### config.mk
export PLATFORM = sky130hd
export DESIGN_NAME = main_alu
export DESIGN_NICKNAME = d
export VERILOG_FILES = /design/src/rtl/main_alu_pkg.sv /design/src/rtl/main_alu_core.sv /design/src/rtl/main_alu.sv
export SDC_FILE = /design/constraint.sdc
export NUM_CORES = 1
export LEC_CHECK = 0
export CORE_UTILIZATION = 50
export CTS_CLUSTER_DIAMETER = 120
export CTS_CLUSTER_SIZE = 8
export DETAILED_ROUTE_END_ITERATION = 10
export GPL_ROUTABILITY_DRIVEN = 0
export PLACE_DENSITY = 0.84
export SLEW_MARGIN = 20
export SYNTH_ARGS = -nofsm -noshare
export SYNTH_HDL_FRONTEND = slang
export SYNTH_SLANG_ARGS = --single-unit
### constraint.sdc
create_clock -name clk -period 1.8 [get_ports clk]
set_input_delay 0.36 -clock clk [delete_from_list [all_inputs] [get_ports clk]]
set_output_delay 0.36 -clock clk [all_outputs]
set_load 0.02 [all_outputs]
### src/rtl/main_alu_pkg.sv
// Shared constants for the registered 8-bit ALU.
// Holds the state encodings, operation select indices and datapath width.
package main_alu_pkg;

    localparam int W   = 8;
    localparam int OPS = 6;

    localparam logic [1:0] ST_RESET   = 2'b00;
    localparam logic [1:0] ST_LOAD    = 2'b01;
    localparam logic [1:0] ST_PERSIST = 2'b10;

    localparam int OP_ADD = 0;
    localparam int OP_SUB = 1;
    localparam int OP_AND = 2;
    localparam int OP_OR  = 3;
    localparam int OP_XOR = 4;
    localparam int OP_NOT = 5;

endpackage

### src/rtl/main_alu_core.sv
// Combinational ALU: (num1, num2, out_sel) -> alu_result.
// Ports: num1/num2 operands, out_sel one-hot op select, alu_result.
module main_alu_core
    import main_alu_pkg::*;
(
    input  logic [W-1:0]   num1,
    input  logic [W-1:0]   num2,
    input  logic [OPS-1:0] out_sel,
    output logic [W-1:0]   alu_result
);

    // Lowest set select bit wins; an all-zero or unknown
    // select matches no branch and yields zero.
    always_comb begin
        alu_result = '0;
        case (1'b1)
            out_sel[OP_ADD]: alu_result = num1 + num2;
            out_sel[OP_SUB]: alu_result = num1 - num2;
            out_sel[OP_AND]: alu_result = num1 & num2;
            out_sel[OP_OR]:  alu_result = num1 | num2;
            out_sel[OP_XOR]: alu_result = num1 ^ num2;
            out_sel[OP_NOT]: alu_result = ~num1;
            default:         alu_result = '0;
        endcase
    end

endmodule

### src/rtl/main_alu.sv
// Registered ALU with a RESET/LOAD/PERSIST control FSM.
// Ports: clk, rst_n, in_sel, num1, num2, out_sel, out, currState, nextState.
module main_alu
    import main_alu_pkg::*;
(
    input  logic           clk,
    input  logic           rst_n,
    input  logic [2:0]     in_sel,
    input  logic [W-1:0]   num1,
    input  logic [W-1:0]   num2,
    input  logic [OPS-1:0] out_sel,
    output logic [W-1:0]   out,
    output logic [1:0]     currState,
    output logic [1:0]     nextState
);

    logic [W-1:0] alu_result;
    logic [W-1:0] out_d;

    main_alu_core u_core (
        .num1       (num1),
        .num2       (num2),
        .out_sel    (out_sel),
        .alu_result (alu_result)
    );

    always_ff @(posedge clk or negedge rst_n) begin
        if (!rst_n) begin
            currState <= ST_RESET;
        end else begin
            currState <= nextState;
        end
    end

    // Reset request outranks load, load outranks persist.
    // The unused 2'b11 encoding recovers to RESET.
    always_comb begin
        nextState = ST_PERSIST;
        if (currState == 2'b11) begin
            nextState = ST_RESET;
        end else if (in_sel[0]) begin
            nextState = ST_RESET;
        end else if (in_sel[1]) begin
            nextState = ST_LOAD;
        end else begin
            nextState = ST_PERSIST;
        end
    end

    // The result register follows the state being entered,
    // so a request lands on out after the same edge.
    always_comb begin
        out_d = out;
        case (nextState)
            ST_RESET:   out_d = '0;
            ST_LOAD:    out_d = alu_result;
            ST_PERSIST: out_d = out;
            default:    out_d = '0;
        endcase
    end

    always_ff @(posedge clk or negedge rst_n) begin
        if (!rst_n) begin
            out <= '0;
        end else begin
            out <= out_d;
        end
    end

endmodule

==> run_results.csv, run 1 <==
group,metric,value,unit
synthesis,synth_edf_count,0,
clocking,cts_hold_buffers,0,
die,start_util,0.5463,
clocking,cts_inserted_buffers,3,
die,num_io_pins,39,
synthesis,syn_inst,198,
synthesis,synth_cell_types,50,
clocking,cts_root_buf,"clkbuf_4",
placed_design,postPlaceCellArea,0.002392,mm^2
global_route,grt_use_total,0.6938,
timing,postGrtWorstEndpoint,"out[6]$_DFFE_PN0P_/D",
die,die_height,58.06,um
die,num_rows,19,
synthesis,synthArstFlopShare,1.000,
placed_design,dp_hpwl,4455,um
synthesis,synthFlopType,"dfrtp_1",
run_status,status,"stopped before the end",
run_status,error,"[ERROR GRT-0232] Routing congestion too high. Check the congestion heatmap in the GUI.",
die,die_w,58.06,um
run_status,stop_stage,"5_1_grt",
global_route,grt_max_degree,14,
global_route,grt-ovfl-total,32,
clocking,cts_max_path_buffers,2,
synthesis,syn-num-nets,250,
synthesis,ys_seq_area_frac,0.1592,
clocking,clkSinkCount,10,
synthesis,yosysWarnings,0,
synthesis,synth.avg_cell_area,7.937,um^2
timing,endpoint_type,"sequential cell input",
placed_design,port_buffers,37,
synthesis,syn-cell-area,0.001572,mm^2
synthesis,ys_ff_latch,10,
placed_design,placedCellCount,320,
clocking,htree_levels,1,
-- layer usage --
layer / overflow / GRT usage
met5: 0 / 0
met4: 12 / 0.7993
met3: 0 / 0.4330
met2: 19 / 0.9064
met1: 1 / 0.6940
-- repair_timing --
action / CTS
cloned: 0
resized for setup: 75
setup endpoints to repair: 10
buffers inserted: 12
pin swaps: 19
-- cells in the mapped netlist (2+ instances only) --
cell | n | area, um^2
nand2_1 | 16 | 60.06
nor2b_1 | 3 | 18.77
inv_1 | 24 | 90.09
dfrtp_1 | 10 | 250.2
clkbuf_1 | 2 | 7.510
a221o_1 | 2 | 20.02
a31oi_1 | 3 | 18.77
a22oi_1 | 3 | 22.52
a2111oi_0 | 2 | 17.52
a221oi_1 | 5 | 43.79
nor2_1 | 9 | 33.78
a221oi_2 | 2 | 30.03
nand2b_1 | 6 | 37.54
buf_2 | 6 | 30.03
o31ai_1 | 2 | 15.01
nand3_1 | 10 | 50.05
mux2i_1 | 2 | 20.02
ha_1 | 23 | 287.8
a21o_1 | 2 | 15.01
a211oi_1 | 2 | 15.01
o21ai_0 | 13 | 65.06
o21bai_1 | 2 | 15.01
fa_1 | 2 | 40.04
nor3_1 | 2 | 10.01
nor3b_1 | 2 | 15.01
o21a_1 | 2 | 15.01
a21oi_1 | 17 | 85.08
a211o_1 | 2 | 17.52
-- cell families after synthesis --
kind of cell / synth area share
multiplexers: 0.02946
flip-flops: 0.1592
XOR/XNOR: 0.01115
buffers and inverters: 0.09555
AND/OR/NAND/NOR: 0.1584
AO/OA/AOI/OAI: 0.3376
adder cells (fa/ha/maj): 0.2086
-- metrics by stage --
| step | TNS (ns) | worst slack (ns) | hold WS [ns] |
|---|---|---|---|
| 4_1_cts | -0.6544 | -0.2997 | 0.4156 |
| 3_5_place_dp | -5.827 | -0.9171 | 0.4752 |
| 3_3_place_gp | -5.056 | -0.7981 | 0.4599 |
| 2_1_floorplan | -0.1652 | -0.1298 | 0.06441 |
==> inputs of run 2 (changes only) <==
- CORE_UTILIZATION: 50 -> 35
- CTS_CLUSTER_DIAMETER: 120 -> default
- CTS_CLUSTER_SIZE: 8 -> default
- PLACE_DENSITY: 0.84 -> default
- PLACE_DENSITY_LB_ADDON: default -> 0.15
==> run 2 against run 1 <==
  * The flow now finishes, with violations (negative setup slack)
  * Synthesized cell count unchanged
  * Synthesized area unchanged
==> run_results.csv, run 2 <==
group,metric,value,unit
power_and_ir_drop,p_switching,0.4403,mW
global_route,grt_pass1_vias,1779,
layout,final_area,0.002784,mm^2
layout,syn_to_final_growth,77.15,%
synthesis,synth.avg_cell_area,7.937,um^2
die,die_w,69.01,um
placed_design,postPlaceCellArea,0.002427,mm^2
synthesis,synth_most_common_cell,"inv_1",
layout,fin_nets,348,
critical_path,r2r_start,"currState[0]",
global_route,grt_max_degree,11,
clocking,clkSinkCount,10,
die,num_io_pins,39,
timing,finalCritPeriodShare,1.040,
synthesis,synth_top_family_by_area,"compound AO/OA/AOI/OAI gates",
synthesis,synth_edf_count,0,
route,via_per_inst,5.222,
critical_path,rrSetupSlack,0.43,ns
synthesis,synth-xor-area-share,0.01115,
synthesis,syn-num-nets,250,
layout,final_common_cell,"buf_4",
global_route,grt_use_total,0.2060,
critical_path,reg2regPathDepth,6,
timing,max_freq,534.1,MHz
route,drt-initial-drc-count,74,
placed_design,placedCellCount,333,
route,firstDrtPassIters,4,
synthesis,synthArstFlopShare,1.000,
die,start_util,0.3634,
clocking,cts_inserted_buffers,3,
layout,antenna_cells,0,
layout,regMostFlops,"out",
timing,finClkSkew,0.0004861,ns
die,die-area,0.004762,mm^2
clocking,cts_root_buf,"clkbuf_8",
route,ant_nets,0,
synthesis,synth_cell_types,50,
synthesis,synthAdderAreaFrac,0.2086,
synthesis,synth_top_area_cell,"ha_1",
run_status,failed_checks,"negative setup slack",
timing,slew_headroom,0.7085,
synthesis,synth_commonest_cells,"24 x inv_1, 23 x ha_1, 17 x a21oi_1, 16 x nand2_1, 13 x o21ai_0",
critical_path,startpoint_type,"input port",
route,wirelength,4858,um
timing,worst_pin_slew,0.4358,ns
route,via_count,1812,
synthesis,synthFlopType,"dfrtp_1",
critical_path,arrival,1.99,ns
placed_design,port_buffers,37,
synthesis,synth_top_area_frac,0.1831,
placed_design,dp_hpwl,3645,um
layout,reg.largest.list,"out (8), currState (2)",
critical_path,reg2reg_to,"out[7]",
clocking,htree_levels,1,
power_and_ir_drop,vdd_ir_drop_max,0.0001456,V
synthesis,yosysWarnings,0,
power_and_ir_drop,power_density,451.9,mW/mm^2
synthesis,syn_inst,198,
synthesis,ys_seq_area_frac,0.1592,
critical_path,critPathMaxFanout,2,
global_route,grt_pass1_wl,8093,um
timing,fin_crit,1.872,ns
die,coreArea,0.004324,mm^2
synthesis,yosys.area_share.simple,0.1584,
timing,grt_setup_unrepaired,"yes",
critical_path,worstPathRequired,1.92,ns
clocking,clkTransAtPathRegs,0.05,ns
power_and_ir_drop,p_leak,1.289,nW
layout,layout_common_cells,"61 x buf_4, 17 x clkdlybuf4s50_1, 16 x a21oi_1, 15 x nand2_1",
power_and_ir_drop,seqPwrFrac,0.203,
timing,fin_ws,-0.07218,ns
flow_run,maxCapViolCount,0,
synthesis,muxShareOfSynthArea,0.02946,
power_and_ir_drop,pwr-share-comb,0.575,
die,num_rows,24,
clocking,clock_latency,0.24,ns
synthesis,syn-cell-area,0.001572,mm^2
run_status,status,"complete, but fails checks",
timing,slew_viol_final,0,
clocking,cts_tree,"yes",
die,die_height,69.01,um
min_path,min_path_type,"input port to async pin",
critical_path,crit_path_end_kind,"register",
global_route,grt-ovfl-total,0,
route,routedWlPerCell,14.00,um
timing,hold_violations,0,
power_and_ir_drop,intPower,0.8177,mW
synthesis,ys_ff_latch,10,
placed_design,dp_slack,-0.8242,ns
global_route,antenna_found_initial,0,
layout,drive_above_1_share,0.4712,
layout,largest_reg_flops,8,
layout,stdcell_count,347,
route,drc,0,
power_and_ir_drop,power_frac_clock,0.222,
power_and_ir_drop,p_sw_frac,0.3500,
synthesis,synth_area_leaders,"ha_1 18%, dfrtp_1 16%, inv_1 5.7%",
clocking,cts_max_path_buffers,2,
timing,hold_slack,0.4319,ns
layout,fillers,386,
synthesis,synth_compound_area_frac,0.3376,
timing,finalSetupViolCount,1,
critical_path,crit_type,"input port to register",
run 2: cell counts after synthesis:
Identical to the previous run, type by type.
run 2: power by group through the flow:
stage	Sequential, mW	Combinational (mW)	Clock (mW)
after global placement	0.258	0.607	0
after global routing	0.259	0.783	0.296
after CTS	0.255	0.692	0.290
final	0.255	0.724	0.279
after floorplan	0.282	0.296	0
after detailed placement	0.259	0.611	0
run 2: area by class of cell:
cell class	instances	area, um^2	share of cell area
timing repair buffer	104	875.8	0.3146
inverter	24	112.6	0.04045
tap	52	65.06	0.02337
clock buffer	4	55.05	0.01978
sequential	10	250.2	0.08989
multi-input combinational	153	1425	0.5119
run 2: cell families (layout without fill, tap and decap cells):
family | after synthesis | after routing
XOR/XNOR | 2 | 2
buffers and inverters | 35 | 132
AO/OA/AOI/OAI | 71 | 71
flip-flops | 10 | 10
AND/OR/NAND/NOR | 51 | 51
adder cells (fa/ha/maj) | 25 | 25
multiplexers | 4 | 4
run 2: layer usage:
metal | vias up | track usage | share of wire | routed length (um)
li1 | 908 | - | - | -
met1 | 849 | 0.2892 | 0.48 | 2332
met2 | 52 | 0.3333 | 0.47 | 2290
met3 | 3 | 0.01608 | 0.039 | 191
met4 | 0 | 0.06576 | 0.0091 | 44
met5 | - | 0 | 0 | 0
run 2: worst max-delay path by stage:
stage	from	slack [ns]	depth (start not counted)	endpoint
after floorplan	num1[0]	-0.13	8	out[6]
after global placement	num1[0]	-0.82	10	out[6]
after detailed placement	num1[0]	-0.82	10	out[6]
after CTS	num1[0]	-0.23	10	out[6]
after global routing	num1[0]	-0.13	9	out[6]
final	num1[0]	-0.07	9	out[6]
run 2: worst max-delay path, stage by stage:
cell and delay (ns):
buf_12 0.11, inv_12 0.04, ha_4 0.14, fa_2 0.25, o21bai_4 0.08, a221oi_2 0.27, mux2_4 0.34, a2111oi_4 0.32
o31ai_2 0.08
run 2: timing repair:
action                                  4_1_cts  5_1_grt
gates cloned                                  0        0
resized for setup                            91       37
endpoints found under the hold margin         0        0
hold buffers                                  0        0
endpoints found under the setup margin       10       10
pin swaps                                    21       21
setup buffers                                 9        3
run 2: per-stage QoR:
step | total power, mW | setup TNS (ns) | util
global route | 1.338 | -0.1934 | 0.6438
finish | 1.258 | -0.07218 | 0.6438
global placement | 0.8643 | -4.903 | 0.5613
detailed placement | 0.8701 | -5.084 | 0.5613
CTS | 1.237 | -0.2939 | 0.6288
floorplan | 0.5785 | -0.1652 | -
(Power assumes the default switching activity.)
